File: src/rtl/sensor_chain_scanner.sv
// Scanner for daisy-chained PISO shift registers (74HC165-style): generates load/shift
// strobes, shifts NUM_CHAINS chains in parallel, debounces snapshots and publishes them.
module sensor_chain_scanner #(
    parameter int CHAIN_BITS = 32,
    parameter int NUM_CHAINS = 2,
    parameter int CLK_DIV    = 100,
    parameter int SCAN_GAP   = 256,
    parameter int DEBOUNCE   = 3,
    parameter int ACTIVE_LOW = 1
) (
    input  logic                             clk,
    input  logic                             reset,
    input  logic                             start,
    input  logic                             continuous,
    input  logic [NUM_CHAINS-1:0]            sr_data,
    output logic                             sr_clk,
    output logic                             sr_load_n,
    output logic [NUM_CHAINS*CHAIN_BITS-1:0] sensor_data,
    output logic                             data_valid,
    output logic                             changed,
    output logic                             busy,
    output logic [15:0]                      scan_count
);

    localparam int W     = NUM_CHAINS * CHAIN_BITS;
    localparam int DIV_W = $clog2(CLK_DIV);
    localparam int IDX_W = $clog2(CHAIN_BITS + 1);
    localparam int GAP_W = (SCAN_GAP > 1) ? $clog2(SCAN_GAP) : 1;
    localparam int CNT_W = $clog2(DEBOUNCE + 1);
    localparam logic [W-1:0] INV_MASK = (ACTIVE_LOW != 0) ? {W{1'b1}} : {W{1'b0}};

    typedef enum logic [2:0] {
        IDLE,
        LOAD,
        SHIFT,
        DONE,
        GAP
    } state_t;

    state_t state, state_nx;

    logic [DIV_W-1:0] div_cnt;
    logic             tick;
    logic             pending;
    logic [IDX_W-1:0] idx, idx_nx;
    logic [GAP_W-1:0] gap_cnt, gap_nx;
    logic             sr_clk_nx, load_n_nx;
    logic             sample_en, enter_load;

    logic [CHAIN_BITS-1:0] shadow [NUM_CHAINS];
    logic [W-1:0]          shadow_flat;
    logic [W-1:0]          candidate;
    logic [W-1:0]          prev_cand;
    logic [CNT_W-1:0]      stable_cnt, cnt_upd;
    logic                  accept;

    function automatic logic [CNT_W-1:0] sat_inc(input logic [CNT_W-1:0] v);
        return (v >= CNT_W'(DEBOUNCE)) ? v : v + CNT_W'(1);
    endfunction

    assign tick = (div_cnt == DIV_W'(CLK_DIV - 1));
    assign busy = (state != IDLE);

    always_ff @(posedge clk) begin
        if (reset) begin
            state     <= IDLE;
            div_cnt   <= '0;
            pending   <= 1'b0;
            idx       <= '0;
            gap_cnt   <= '0;
            sr_clk    <= 1'b0;
            sr_load_n <= 1'b1;
        end else begin
            state     <= state_nx;
            div_cnt   <= tick ? '0 : div_cnt + 1'b1;
            idx       <= idx_nx;
            gap_cnt   <= gap_nx;
            sr_clk    <= sr_clk_nx;
            sr_load_n <= load_n_nx;
            // A start coinciding with LOAD entry is absorbed by the scan being launched
            if (enter_load)
                pending <= 1'b0;
            else if (start)
                pending <= 1'b1;
        end
    end

    always_comb begin
        state_nx   = state;
        sr_clk_nx  = sr_clk;
        load_n_nx  = sr_load_n;
        idx_nx     = idx;
        gap_nx     = gap_cnt;
        sample_en  = 1'b0;
        enter_load = 1'b0;
        case (state)
            IDLE: begin
                sr_clk_nx = 1'b0;
                load_n_nx = 1'b1;
                if (tick && (pending || continuous)) begin
                    state_nx   = LOAD;
                    load_n_nx  = 1'b0;
                    enter_load = 1'b1;
                end
            end
            LOAD: begin
                if (tick) begin
                    load_n_nx = 1'b1;
                    idx_nx    = '0;
                    state_nx  = SHIFT;
                end
            end
            SHIFT: begin
                if (tick) begin
                    // Sample on the tick that raises sr_clk, before the chain shifts
                    if (!sr_clk) begin
                        sr_clk_nx = 1'b1;
                        sample_en = 1'b1;
                        idx_nx    = idx + 1'b1;
                    end else begin
                        sr_clk_nx = 1'b0;
                        if (idx == IDX_W'(CHAIN_BITS))
                            state_nx = DONE;
                    end
                end
            end
            DONE: begin
                gap_nx   = '0;
                state_nx = continuous ? GAP : IDLE;
            end
            GAP: begin
                sr_clk_nx = 1'b0;
                load_n_nx = 1'b1;
                if (tick) begin
                    if (!continuous) begin
                        state_nx = IDLE;
                    end else if (gap_cnt == GAP_W'(SCAN_GAP - 1)) begin
                        state_nx   = LOAD;
                        load_n_nx  = 1'b0;
                        enter_load = 1'b1;
                    end else begin
                        gap_nx = gap_cnt + 1'b1;
                    end
                end
            end
            default: state_nx = IDLE;
        endcase
    end

    // Shadow capture: first sampled bit ends up at index 0 of each chain
    always_ff @(posedge clk) begin
        for (int c = 0; c < NUM_CHAINS; c++) begin
            if (reset)
                shadow[c] <= '0;
            else if (sample_en)
                shadow[c] <= {sr_data[c], shadow[c][CHAIN_BITS-1:1]};
        end
    end

    always_comb begin
        shadow_flat = '0;
        for (int c = 0; c < NUM_CHAINS; c++)
            shadow_flat[c*CHAIN_BITS +: CHAIN_BITS] = shadow[c];
    end

    assign candidate = shadow_flat ^ INV_MASK;
    assign cnt_upd   = (candidate == prev_cand) ? sat_inc(stable_cnt) : CNT_W'(1);
    assign accept    = (cnt_upd >= CNT_W'(DEBOUNCE));

    // Debounce and publish stage
    always_ff @(posedge clk) begin
        if (reset) begin
            prev_cand   <= '0;
            stable_cnt  <= '0;
            sensor_data <= '0;
            data_valid  <= 1'b0;
            changed     <= 1'b0;
            scan_count  <= '0;
        end else begin
            data_valid <= 1'b0;
            changed    <= 1'b0;
            if (state == DONE) begin
                scan_count <= scan_count + 16'd1;
                prev_cand  <= candidate;
                stable_cnt <= cnt_upd;
                if (accept) begin
                    sensor_data <= candidate;
                    data_valid  <= 1'b1;
                    changed     <= (candidate != sensor_data);
                end
            end
        end
    end

endmodule

File: config.mk
export PLATFORM = sky130hd
export DESIGN_NAME = sensor_chain_scanner
export DESIGN_NICKNAME = d
export VERILOG_FILES = /design/src/rtl/sensor_chain_scanner.sv
export SDC_FILE = /design/constraint.sdc
export NUM_CORES = 1
export LEC_CHECK = 0
export BUFFER_PORTS_ARGS = -buffer_cell sky130_fd_sc_hd__buf_4
export CAP_MARGIN = 5
export CORE_ASPECT_RATIO = 0.5
export CORE_MARGIN = 5
export CORE_UTILIZATION = 35
export DETAILED_ROUTE_END_ITERATION = 10
export PLACE_DENSITY_LB_ADDON = 0.05
export SLEW_MARGIN = 40
export SYNTH_ARGS = -nofsm -noshare
export SYNTH_HDL_FRONTEND = slang
export SYNTH_SLANG_ARGS = --single-unit
File: constraint.sdc
create_clock -name clk -period 8.6 [get_ports clk]
set_clock_uncertainty 0.2 [all_clocks]
set_input_delay 1.72 -clock clk [delete_from_list [all_inputs] [get_ports clk]]
set_output_delay 1.72 -clock clk [all_outputs]
set_load 0.005 [all_outputs]
Word-level counts from Yosys, hierarchy flattened

Memory sizes are Yosys's and may differ from the RTL's.
Cells that the tools add are included.

Output and inout bits: 85
RAM bits: 64
Bits in registers: 175
Word-level logic and storage cells: 108
Input bits: 6
Memories: 1

Memories:

| name   | words | width | rd ports | clocked after memory_dff | write ports | line | text |
|---|---|---|---|---|---|---|---|
| shadow | 2     | 32    | 2        | 0                        | 2           | 50   | `logic [CHAIN_BITS-1:0] shadow [NUM_CHAINS];` |

Muxes and demuxes: 44
Reduce and logical (&&, ||, !) cells: 19
Bitwise logic cells: 5
Order comparisons: 2
$add $sub $neg: 5
Eq/ne operators: 19

Operators with widths:

| kind                  | number |
|---|---|
| $eq 64x64->1          | 1 |
| $mux 32               | 2 |
| $ne 64x64->1          | 1 |
| $not 64->64           | 1 |
| $mux 3                | 9 |
| $mux 8                | 3 |
| $mux 1                | 19 |
| $mux 6                | 3 |
| $ne 2x2->1 const B    | 9 |
| $add 16x1->16 const B | 1 |
| $pmux 8 s2            | 1 |
| $pmux 3 s5            | 1 |
| $pmux 6 s2            | 1 |
| $add 8x1->8 const B   | 1 |
| $eq 8x8->1 const B    | 1 |
| $reduce_and 4->1      | 2 |
| $reduce_or 2->1       | 4 |
| $add 7x1->7 const B   | 1 |
| $eq 7x7->1 const B    | 1 |
| $reduce_and 7->1      | 1 |
| $add 6x1->6 const B   | 1 |
| $eq 3x2->1 const B    | 2 |
| $eq 6x6->1 const B    | 1 |
| $reduce_and 2->1      | 3 |
| other kinds (16)      | 24 |

Depth between registers and ports, before layout

Gate-level depths: netlist of run 1.

Word-level depth: 7
Mapped depth: 9
Depth with buffers taken out: 7

Least setup slack after synthesis of run 1

OpenSTA, ideal clock, no wires.

Kind: input -> register
From: in reset
To: mem shadow[0][0] (enable)
Slack: 4,481 ps
Data arrival time: 3,496 ps
Required time: 7,976 ps
Buffers on the path: 1
Library setup time: 424 ps
Stages: 3
Cells stage by stage: clkbuf_1 > inv_1 > nand2_1

RTL lines:

| item               | line | text |
|---|---|---|
| start: declaration | 12   | `input logic reset,` |
| end: declaration   | 50   |  |

Worst setup path in the final report of run 1

From: reg state[1]
To: out busy

Cells in the longest elaborated chain, start to end: 1

Ends and longest elaborated chain:

| item                     | line | text |
|---|---|---|
| start: declaration       | 40   | `state_t state, state_nx;` |
| start signal: assignment | 74   | `state <= state_nx;` |
| $reduce_bool 3->1        | 62   | `assign busy = (state != IDLE);` |
| end: declaration         | 21   | `output logic busy,` |

No other way between the ends.

==> results of run 1 <==
-- logic make-up after synthesis --
kind of cell | share of synthesized area
multiplexers | 0.000934
AO/OA/AOI/OAI | 0.163
XOR/XNOR | 0.131
buffers and inverters | 0.0352
adder cells (fa/ha/maj) | 0.00583
flip-flops | 0.506
AND/OR/NAND/NOR | 0.158
-- power groups by stage --
stage | Sequential [mW] | Combinational [mW] | Clock, mW
after detailed placement | 1.23 | 0.0818 | 0
after CTS | 1.20 | 0.0824 | 1.17
after global routing | 1.21 | 0.0889 | 1.22
after floorplan | 1.22 | 0.0529 | 0
final | 1.20 | 0.0832 | 1.13
after global placement | 1.23 | 0.0817 | 0
-- flip-flops by register name, indices dropped and copies added, names as in the netlist --
register,cells
changed,1
data_valid,1
div_cnt,7
gap_cnt,8
idx,6
pending,1
prev_cand,64
scan_count,16
sensor_data,64
shadow,64
sr_clk,1
sr_load_n,1
stable_cnt,2
state,3
-- cells in the mapped netlist, types with 3 or more instances --
cell,number
nor2b_1,3
buf_2,5
nor3_1,8
ha_1,5
xor2_1,32
buf_6,5
and2_1,67
xnor2_1,128
nand4_1,19
nand3_1,16
nand2_1,29
a31oi_1,65
inv_1,6
clkbuf_1,47
a211oi_2,49
o21ai_0,6
a21oi_1,6
dfxtp_1,175
nand2b_1,3
nor2_1,117
edfxtp_1,64
buf_4,12
a211oi_1,79
nor4_1,40
nor3b_1,3
and3_1,10
-- cells in the final DEF, fill, tap and decap left out, types with 6 or more instances in the layout --
| cell type | count |
|---|---|
| dfxtp_1 | 174 |
| xnor2_1 | 128 |
| nor2_1 | 117 |
| buf_4 | 94 |
| a211oi_1 | 79 |
| and2_1 | 67 |
| a31oi_1 | 65 |
| edfxtp_1 | 64 |
| a211oi_2 | 49 |
| nor4_1 | 39 |
| xor2_1 | 32 |
| nand2_1 | 28 |
| clkbuf_16 | 25 |
| nand4_1 | 19 |
| nand3_1 | 16 |
| and3_1 | 9 |
| nor3_1 | 8 |
| o21ai_0 | 6 |
| a21oi_1 | 6 |
| inv_1 | 6 |
-- metal layers --
layer	vias to the layer above	share of wire
li1	3833	-
met1	3893	0.52
met2	147	0.43
met3	28	0.036
met4	0	0.018
met5	-	0
-- per-stage QoR --
step / utilization / cells / area [um2] / setup WS, ns / hold WS [ns]
after floorplan: - / 1025 / 10700 / 4.48 / 0.230
after global placement: 0.385 / 1451 / 11600 / 4.48 / 0.245
after detailed placement: 0.387 / 1453 / 11700 / 4.59 / 0.256
after CTS: 0.415 / 1497 / 12500 / 5.18 / 0.272
after global routing: 0.417 / 1499 / 12600 / 5.16 / 0.295
final: 0.417 / 1499 / 12600 / 5.26 / 0.272
-- final cells by class --
type,instances,area [um2]
multi-input cells,709,4960
flip-flops and latches,239,5430
inverters,6,22.5
fillers,2889,17600
well taps,399,499
clock buffers,29,671
repair buffers,102,838
clock inverters,15,185
-- worst max path at each step --
| stage | startpoint | endpoint |
|---|---|---|
| 2_1_floorplan | reset | shadow[0][0]$_SDFFCE_PN0P_ |
| 3_3_place_gp | reset | shadow[0][13]$_SDFFCE_PN0P_ |
| 3_5_place_dp | reset | shadow[0][9]$_SDFFCE_PN0P_ |
| 4_1_cts | reset | shadow[1][4]$_SDFFCE_PN0P_ |
| 5_1_grt | state[2]$_SDFFE_PP0P_ | busy |
| 6_report | state[1]$_SDFFE_PP0P_ | busy |
-- worst reg2reg max path, stage by stage (launching register included) --
cell	delay, ns
edfxtp_1	0.52
xnor2_1	0.17
nor4_1	0.56
nand2_1	0.23
nor4_4	0.31
buf_4	0.46
buf_12	0.28
a31oi_1	0.14
a211oi_1	0.27
==> results by group, run 1 <==
Outcome
  – Status: finished, final reports clean

Yosys
  – Yosys warning total: 0
  – Synth area leaders: dfxtp_1 33%, edfxtp_1 18%, xnor2_1 10%
  – Avg Cell Area, Syn: 10.5 um2
  – Number of synthesized flops with an enable pin: 64
  – Top FF cell, synth: dfxtp_1
  – Largest area contributor in the netlist: dfxtp_1
  – Yosys cell types: 46
  – Synth Register Bits: 239
  – Ys async rst share: 0
  – Synthesized cell area: 0.0107 mm2
  – Syn nets: 1036
  – Sequential share of the synthesized area: 0.506
  – Top cell type's share of synthesized area: 0.327
  – Post-Syn Instances: 1025

Final layout
  – Share of cells above drive strength 1: 0.185
  – Final net count: 1093
  – ANT cells: 0
  – Area Overhead vs Synth: 17.5%

Power
  – Pwr/cell area: 192 mW/mm2
  – Sw Ratio: 0.234
  – Power share of the sequential group: 0.497
  – Leak: 4.06 nW
  – Net Switching: 567 uW
  – Clock share of power: 0.468
  – VDD IR max: 137 uV
  – Tot Pwr: 2.42 mW
  – Internal power: 1.85 mW
  – Comb pwr share: 0.034

Timing
  – RSZ-0062 raised after global routing: no
  – Setup TNS: 0 ns
  – Min Clock Period, post-route: 3.34 ns
  – Setup violation total in the final timing report: 0
  – Final hold viol count: 0
  – Worst-margin pin slew: 0.836 ns
  – Final period util: 0.388
  – FMAX: 0.300 GHz
  – Rel. slew slack: 0.442
  – Max-slew violations: 0

Floorplanning
  – I/O pins: 91
  – Initial Util: 0.355
  – FP Rows: 45
  – Die X: 258 um
  – Core area: 0.0302 mm2
  – Die ar.: 0.0344 mm2
  – Die height: 134 um

Placed design
  – Post-DP HPWL: 20.6 mm
  – Port-buffer cells: 90
  – Gp weighted congestion: 0.800

Drt
  – Drt total wl: 31.4 mm
  – First-pass DRT Iterations: 4
  – Iteration-0 DRC Markers: 567
  – Vias: 7901
  – Remaining antenna violation count: 0
  – DRC Markers: 0
  – DR vias/cell: 5.27
  – Drt wl/cell: 20.9 um

CTS
  – Hold buffers post-CTS: 0
  – Clock transition at the registers of the reported paths: 0.07 ns
  – Post-CTS Resized: 0
  – Num CTS Buffers: 24
  – CTS max path bufs: 3
  – Skew-Pair Late Insertion Delay: 0.54 ns
  – CTS Sinks: 239
  – Post-CTS Setup Inserts: 0
  – Root buf cell: clkbuf_16
  – CTS tree: yes
  – Htree depth: 1

Critical path
  – Reg2reg start: shadow[0][2]$_SDFFCE_PN0P_
  – CP Class: flop to primary output
  – R2R setup slack: 5.37 ns
  – Arrival time at the worst endpoint: 1.42 ns
  – WP depth: 3
  – R2r endpoint: sensor_data[13]$_SDFFE_PP0P_
  – Crit-path max FO: 14
  – R2R depth: 8
  – Required @ worst endpoint: 6.68 ns
  – CP endpoint kind: primary output
  – Critical-path cell list: nor2_1, nand2_1, buf_4
  – Critical Path Slowest Stage Cell: dfxtp_1
  – Crit path max-delay family: flip-flops
  – Startpoint Class: flop
  – Crit path buf inv count: 1
  – Max stage delay on crit path: 0.58 ns

GRT
  – Met2 Track Usage GR: 0.260
  – GR Layer Usage met3: 0.0269
  – Largest net degree at the start of global routing: 93
  – Most used routing layer: met1
  – Initial antenna violation count: 0
  – First-pass GRT wire length: 48.0 mm
  – Via count of the first global-routing pass: 7430
  – GR Overflow Total: 0
  – Met1 usage: 0.275
  – Total track usage: 0.177

Flow run
  – Max Cap Viol: 0

Min path
  – WHS Path Cells: 1
  – HP Class: flop to flop
  – Worst Hold Path EP: div_cnt[0]$_SDFF_PP0_
  – Min-delay src: div_cnt[0]$_SDFF_PP0_
Power figures use the tool's default switching activity.
==> inputs of run 2 (changes only) <==
clock period = 3.1 ns   (was 8.6 ns; I/O delays follow)
==> run 2 against run 1 <==
Utilization increased by 0.58 points. Cell count increased by 1.8%. Flip-flop and latch count is the same. Via count is 2.0% higher. Setup slack lost 5.1 ns. Design area grew 1.4%. Critical path type is now flop to flop. Largest cell class unchanged. Largest power group unchanged. Total power rose to 2.7 times the previous value. Critical endpoint is now data_valid$_SDFF_PP0_. Register-to-register slack worse by 5.2 ns. Clock power rose to 2.6 times the previous value.
==> results by group, run 2 (same netlist as run 1, synthesis figures left out) <==
Outcome
  – Status: finished, final reports clean (unchanged)

Final layout
  – Area Overhead vs Synth: 19.2% (was 17.5%)
  – Most frequent cells in the layout: 174 x dfxtp_1, 128 x xnor2_1, 118 x buf_4, 117 x nor2_1, 79 x a211oi_1 (was 174 x dfxtp_1, 128 x xnor2_1, 117 x nor2_1, 94 x buf_4, 79 x a211oi_1)
  – Post-route cell area: 0.0128 mm2 (was 0.0126 mm2)
  – Final core occ: 0.423 (was 0.417)
  – ANT cells: 0 (unchanged)
  – Largest registers: prev_cand: 64 flops, sensor_data: 64 flops, shadow: 64 flops (unchanged)
  – FILL cells: 2894 (was 2889)
  – Most common cell after layout, fill and taps aside: dfxtp_1 (unchanged)
  – Share of cells above drive strength 1: 0.196 (was 0.185)
  – Final net count: 1120 (was 1093)

Placed design
  – Gp weighted congestion: 0.821 (was 0.800)
  – Post-DP HPWL: 22.6 mm (was 20.6 mm)
  – DP Area: 0.0120 mm2 (was 0.0117 mm2)
  – Port-buffer cells: 90 (unchanged)

CTS
  – Root buf cell: clkbuf_16 (unchanged)
  – Clock transition at the registers of the reported paths: 0.07 ns (about the same)
  – Post-CTS Setup Inserts: 0 (unchanged)
  – Skew-Pair Late Insertion Delay: 0.53 ns (was 0.54 ns)
  – CTS max path bufs: 3 (unchanged)
  – Hold buffers post-CTS: 0 (unchanged)
  – CTS tree: yes (unchanged)
  – Post-CTS Resized: 0 (unchanged)
  – Htree depth: 1 (unchanged)
  – CTS Sinks: 239 (unchanged)
  – Num CTS Buffers: 24 (unchanged)

Floorplanning
  – Initial Util: 0.355 (unchanged)
  – Die height: 134 um (unchanged)
  – Die X: 258 um (unchanged)
  – FP Rows: 45 (unchanged)
  – Core area: 0.0302 mm2 (unchanged)
  – I/O pins: 91 (unchanged)
  – Die ar.: 0.0344 mm2 (unchanged)

GRT
  – Initial antenna violation count: 0 (unchanged)
  – First-pass GRT wire length: 50.5 mm (was 48.0 mm)
  – Total track usage: 0.188 (was 0.177)
  – GR Overflow Total: 0 (unchanged)
  – Largest net degree at the start of global routing: 134 (was 93)
  – Via count of the first global-routing pass: 7743 (was 7430)

Critical path
  – Critical Path Slowest Stage Cell: edfxtp_1 (was dfxtp_1)
  – Crit-path max FO: 16 (was 14)
  – Startpoint Class: flop (unchanged)
  – Reg2reg start: shadow[1][5]$_SDFFCE_PN0P_ (was shadow[0][2]$_SDFFCE_PN0P_)
  – Critical path launch point: shadow[1][5]$_SDFFCE_PN0P_ (was state[1]$_SDFFE_PP0P_)
  – CP Class: flop to flop (was flop to primary output)
  – Arrival time at the worst endpoint: 3.20 ns (was 1.42 ns)
  – Crit path buf inv count: 2 (was 1)
  – R2R setup slack: 0.17 ns (was 5.37 ns)
  – CP endpoint kind: flop (was primary output)
  – Required @ worst endpoint: 3.37 ns (was 6.68 ns)
  – Max stage delay on crit path: 0.50 ns (was 0.58 ns)
  – Critical-path cell list: xnor2_1, nor4_1, nand2_1, nor4_4, buf_4, nand2_1, nor4_1, buf_4 (was nor2_1, nand2_1, buf_4)
  – Crit path max-delay family: simple AND/OR/NAND/NOR gates (was flip-flops)

Drt
  – Drt wl/cell: 21.7 um (was 20.9 um)
  – DRC Markers: 0 (unchanged)
  – Iteration-0 DRC Markers: 549 (was 567)
  – Remaining antenna violation count: 0 (unchanged)
  – Vias: 8062 (was 7901)
  – Drt total wl: 33.1 mm (was 31.4 mm)
  – First-pass DRT Iterations: 5 (was 4)
  – DR vias/cell: 5.28 (was 5.27)

Power
  – Net Switching: 1.51 mW (was 567 uW)
  – Sw Ratio: 0.231 (was 0.234)
  – VDD IR max: 325 uV (was 137 uV)
  – Clock share of power: 0.451 (was 0.468)
  – Internal power: 5.03 mW (was 1.85 mW)
  – Power share of the sequential group: 0.509 (was 0.497)
  – Leak: 4.18 nW (was 4.06 nW)
  – Comb pwr share: 0.040 (was 0.034)
  – Pwr/cell area: 511 mW/mm2 (was 192 mW/mm2)

Timing
  – Final period util: 0.945
  – Final hold viol count: 0 (unchanged)
  – Setup TNS: 0 ns (unchanged)
  – Worst-margin pin slew: 0.690 ns (was 0.836 ns)
  – Rel. slew slack: 0.537 (was 0.442)
  – Min Clock Period, post-route: 2.93 ns
  – Setup violation total in the final timing report: 0 (unchanged)
  – FMAX: 0.341 GHz
  – RSZ-0062 raised after global routing: no (unchanged)
  – Max-slew violations: 0 (unchanged)

Flow run
  – Max Cap Viol: 0 (unchanged)

Min path
  – HP Class: input pin to flop (was flop to flop)
  – Min-delay src: sr_data[0] (was div_cnt[0]$_SDFF_PP0_)
run 2: cell types whose count changed in the layout (fill, tap and decap cells not counted), sizes merged:
cell and change:
buf +27, clkbuf +4, clkinvlp -4, clkinv +2, bufinv -1, inv -1
run 2: layout make-up:
cell class / instances / area [um2] / area share
clock buffers: 33 / 676 / 0.0529
clock inverters: 11 / 104 / 0.00813
inverters: 6 / 22.5 / 0.00176
multi-input cells: 709 / 4950 / 0.388
well taps: 399 / 499 / 0.0391
repair buffers: 129 / 1100 / 0.0859
flip-flops and latches: 239 / 5430 / 0.425
run 2: power groups by stage:
stage          combinational (mW)  sequential (mW)  clock [mW]
2_1_floorplan               0.147             3.38           0
3_3_place_gp                0.262             3.40           0
3_5_place_dp                0.260             3.40           0
4_1_cts                     0.262             3.33        3.03
5_1_grt                     0.277             3.34        3.15
6_report                    0.259             3.33        2.95
run 2: metrics by stage:
step	setup WS, ns	total power [mW]	instances	hold slack [ns]
3_3_place_gp	0.112	3.66	1482	0.250
5_1_grt	0.0268	6.77	1526	0.155
4_1_cts	0.109	6.62	1526	0.151
2_1_floorplan	0.466	3.52	1025	0.230
3_5_place_dp	0.127	3.66	1482	0.257
6_report	0.172	6.54	1526	0.169
run 2: worst register-to-register path, stage by stage, from the launching register on:
cell,delay [ns]
edfxtp_1,0.50
xnor2_1,0.26
nor4_1,0.31
nand2_1,0.16
nor4_4,0.45
buf_4,0.34
nand2_1,0.15
nor4_1,0.32
buf_4,0.17
run 2: final timing paths:
check | to | cells after the start
worst max-delay path | data_valid$_SDFF_PP0_ | 8
worst min-delay path | shadow[0][31]$_SDFFCE_PN0P_ | 2
worst max register to register | data_valid$_SDFF_PP0_ | 8
worst min register to register | div_cnt[0]$_SDFF_PP0_ | 1
run 2: metal layers:
| layer | share of wire | global-route usage |
|---|---|---|
| met1 | 0.51 | 0.285 |
| met2 | 0.43 | 0.284 |
| met3 | 0.040 | 0.0356 |
| met4 | 0.014 | 0.0278 |
| met5 | 0 | 0 |
==> inputs of run 3 (changes only) <==
ABC_AREA = 1   (was default)
==> run 3 against run 2 <==
Cell count is 40% higher. First-iteration DRC count is 26% higher. Combinational power is 140% higher. Flip-flop and latch count stayed put. Register-to-register slack better by 0.38 ns. Utilization is 1.3 points lower. Area after synthesis is 8.4% higher. Die area is 7.9% higher. Maximum frequency is 15% higher. Total power is 6.3% higher.
==> results by group, run 3 <==
Outcome
  – Status: finished, final reports clean (unchanged)

Min path
  – HP Class: input pin to flop (unchanged)

Critical path
  – CP dominant cell by count: nand2_1
  – Max stage delay on crit path: 0.46 ns (was 0.50 ns)
  – Required @ worst endpoint: 3.37 ns (about the same)
  – CP Class: flop to flop (unchanged)
  – Critical-path cell list: inv_1, nand2_1, nand2_1, nand2_1, nor2_1, nand2_1, inv_1, nand2_1, nor2_1, nand3_2, nor2_8, buf_12, nor2_1, nor2_1 (was xnor2_1, nor4_1, nand2_1, nor4_4, buf_4, nand2_1, nor4_1, buf_4)
  – Arrival time at the worst endpoint: 2.82 ns (was 3.20 ns)
  – Critical Path Slowest Stage Cell: edfxtp_1 (unchanged)
  – Startpoint Class: flop (unchanged)
  – CP endpoint kind: flop (unchanged)
  – Crit-path max FO: 64 (was 16)

Final layout
  – Most common cell after layout, fill and taps aside: nand2_1 (was dfxtp_1)
  – Final net count: 1696 (was 1120)
  – FILL cells: 3424 (was 2894)
  – Area Overhead vs Synth: 16.1% (was 19.2%)
  – ANT cells: 0 (unchanged)
  – Largest registers: prev_cand: 64 flops, sensor_data: 64 flops, shadow: 64 flops (unchanged)
  – Most frequent cells in the layout: 391 x nand2_1, 309 x nor2_1, 189 x inv_1, 175 x dfxtp_1, 98 x buf_4 (was 174 x dfxtp_1, 128 x xnor2_1, 118 x buf_4, 117 x nor2_1, 79 x a211oi_1)
  – Share of cells above drive strength 1: 0.105 (was 0.196)

Floorplanning
  – Initial Util: 0.353 (was 0.355)
  – Die height: 139 um (was 134 um)
  – Core area: 0.0329 mm2 (was 0.0302 mm2)
  – Die X: 268 um (was 258 um)
  – I/O pins: 91 (unchanged)
  – FP Rows: 47 (was 45)
  – Die ar.: 0.0372 mm2 (was 0.0344 mm2)

Drt
  – Vias: 10200 (was 8062)
  – DR vias/cell: 4.76 (was 5.28)
  – Drt total wl: 32.4 mm (was 33.1 mm)
  – Iteration-0 DRC Markers: 692 (was 549)
  – DRC Markers: 0 (unchanged)
  – Remaining antenna violation count: 0 (unchanged)
  – Drt wl/cell: 15.1 um (was 21.7 um)
  – First-pass DRT Iterations: 5 (unchanged)

Power
  – Pwr/cell area: 515 mW/mm2 (was 511 mW/mm2)
  – Leak: 5.85 nW (was 4.18 nW)
  – Tot Pwr: 6.95 mW (was 6.54 mW)
  – VDD IR max: 353 uV (was 325 uV)

Timing
  – Final hold viol count: 0 (unchanged)
  – Final period util: 0.823 (was 0.945)
  – Setup violation total in the final timing report: 0 (unchanged)
  – Setup TNS: 0 ns (unchanged)
  – RSZ-0062 raised after global routing: no (unchanged)
  – Min Clock Period, post-route: 2.55 ns (was 2.93 ns)
  – Rel. slew slack: 0.487 (was 0.537)
  – FMAX: 0.392 GHz (was 0.341 GHz)
  – Max-slew violations: 0 (unchanged)
  – Worst-margin pin slew: 0.770 ns (was 0.690 ns)

Yosys
  – Ys async rst share: 0 (unchanged)
  – Yosys warning total: 0 (unchanged)
  – Number of synthesized flops with an enable pin: 64 (unchanged)
  – Syn nets: 1633 (was 1036)
  – Top cell type's share of synthesized area: 0.301 (was 0.327)
  – Avg Cell Area, Syn: 7.16 um2 (was 10.5 um2)
  – Top FF cell, synth: dfxtp_1 (unchanged)
  – Synth area leaders: dfxtp_1 30%, edfxtp_1 17%, nand2_1 13% (was dfxtp_1 33%, edfxtp_1 18%, xnor2_1 10%)
  – Yosys cell types: 31 (was 46)
  – Synthesized cell area: 0.0116 mm2 (was 0.0107 mm2)
  – Sequential share of the synthesized area: 0.467 (was 0.506)
  – Largest area contributor in the netlist: dfxtp_1 (unchanged)
  – Count leader, synth: nand2_1 (was dfxtp_1)
  – Synth top cells by count: 393 x nand2_1, 310 x nor2_1, 191 x inv_1 (was 175 x dfxtp_1, 128 x xnor2_1, 117 x nor2_1)
  – Post-Syn Instances: 1622 (was 1025)
  – Synth Register Bits: 239 (unchanged)

CTS
  – Root buf cell: clkbuf_16 (unchanged)
  – Post-CTS Setup Inserts: 0 (unchanged)
  – Post-CTS Resized: 0 (unchanged)
  – Hold buffers post-CTS: 0 (unchanged)
  – Skew-Pair Late Insertion Delay: 0.53 ns (about the same)
  – CTS tree: yes (unchanged)
  – CTS Sinks: 239 (unchanged)
  – Clock transition at the registers of the reported paths: 0.06 ns (was 0.07 ns)
  – Num CTS Buffers: 25 (was 24)
  – Htree depth: 1 (unchanged)
  – CTS max path bufs: 3 (unchanged)

GRT
  – Largest net degree at the start of global routing: 135 (was 134)
  – First-pass GRT wire length: 51.6 mm (was 50.5 mm)
  – Total track usage: 0.170 (was 0.188)
  – Initial antenna violation count: 0 (unchanged)
  – Via count of the first global-routing pass: 9410 (was 7743)
  – GR Overflow Total: 0 (unchanged)

Placed design
  – Port-buffer cells: 90 (unchanged)
  – Post-DP HPWL: 22.0 mm (was 22.6 mm)
  – Gp weighted congestion: 0.800 (was 0.821)

Flow run
  – Max Cap Viol: 0 (unchanged)
==> run 3: cell types whose count changed after synthesis, moves of 18 or more <==
cell      previous run  this run
nand2_1             29       393
buf_1                2        20
a31oi_1             65         0
nor2_1             117       310
inv_2                0        20
a21oi_1              6        90
nand4_1             19        74
xnor2_1            128        23
a211oi_1            79         3
inv_1                6       191
a211oi_2            49         0
and2_1              67         0
nor4_1              40         4
o21ai_0              6        89
==> run 3: cell type report <==
class                      count  area (um2)  share of cell area
sequential                   239        5430               0.402
multi-input combinational   1105        5130               0.380
timing repair buffer         103         836              0.0620
inverter                     211         795              0.0589
clock buffer                  36         687              0.0509
tap                          441         552              0.0409
clock inverter                 8        63.8             0.00473
==> run 3: metrics by stage <==
step	hold WS [ns]	instances	area, um2	util	worst slack, ns
after CTS	0.143	2143	13500	0.410	0.555
after detailed placement	0.239	2099	12700	0.387	0.585
after global routing	0.152	2143	13500	0.410	0.316
final	0.163	2143	13500	0.410	0.548
after floorplan	0.218	1622	11600	-	0.328
after global placement	0.231	2099	12700	0.387	0.629
==> run 3: logic make-up after synthesis <==
group	count (synthesis)	synth area share
xor+xnor	61	0.0460
buf+inv	278	0.0946
compound gates	191	0.0848
fa+ha+maj	5	0.00538
simple gates	848	0.302
flops	239	0.467
==> run 3: path summary, 6_finish.rpt <==
check                                               endpoint  slack, ns  cells after the start                         from
worst max register to register  sensor_data[17]$_SDFFE_PP0P_       0.55                     14  shadow[0][23]$_SDFFCE_PN0P_
worst max-delay path            sensor_data[17]$_SDFFE_PP0P_       0.55                     14  shadow[0][23]$_SDFFCE_PN0P_
worst min-delay path                    pending$_SDFFE_PP0P_       0.16                      3                        start
worst min register to register         div_cnt[0]$_SDFF_PP0_       0.25                      1        div_cnt[0]$_SDFF_PP0_
==> run 3: critical path, delay by kind of cell, from the launching register on <==
kind          cells  cell delay (ns)
simple gates     11             1.29
buf+inv           3             0.49
flops             1             0.46
==> run 3: metal layers <==
metal | GRT usage | vias up | share of wire
met1 | 0.251 | 4718 | 0.50
met3 | 0.0326 | 35 | 0.053
met2 | 0.263 | 202 | 0.43
met5 | 0 | - | 0
met4 | 0.0244 | 0 | 0.013
li1 | - | 5256 | -
==> run 3: report_power, final <==
part | leakage [nW] | switching [mW] | internal, mW
Combinational | 3.47 | 0.422 | 0.209
Sequential | 2.02 | 0.125 | 3.31
Clock | 0.364 | 1.26 | 1.62
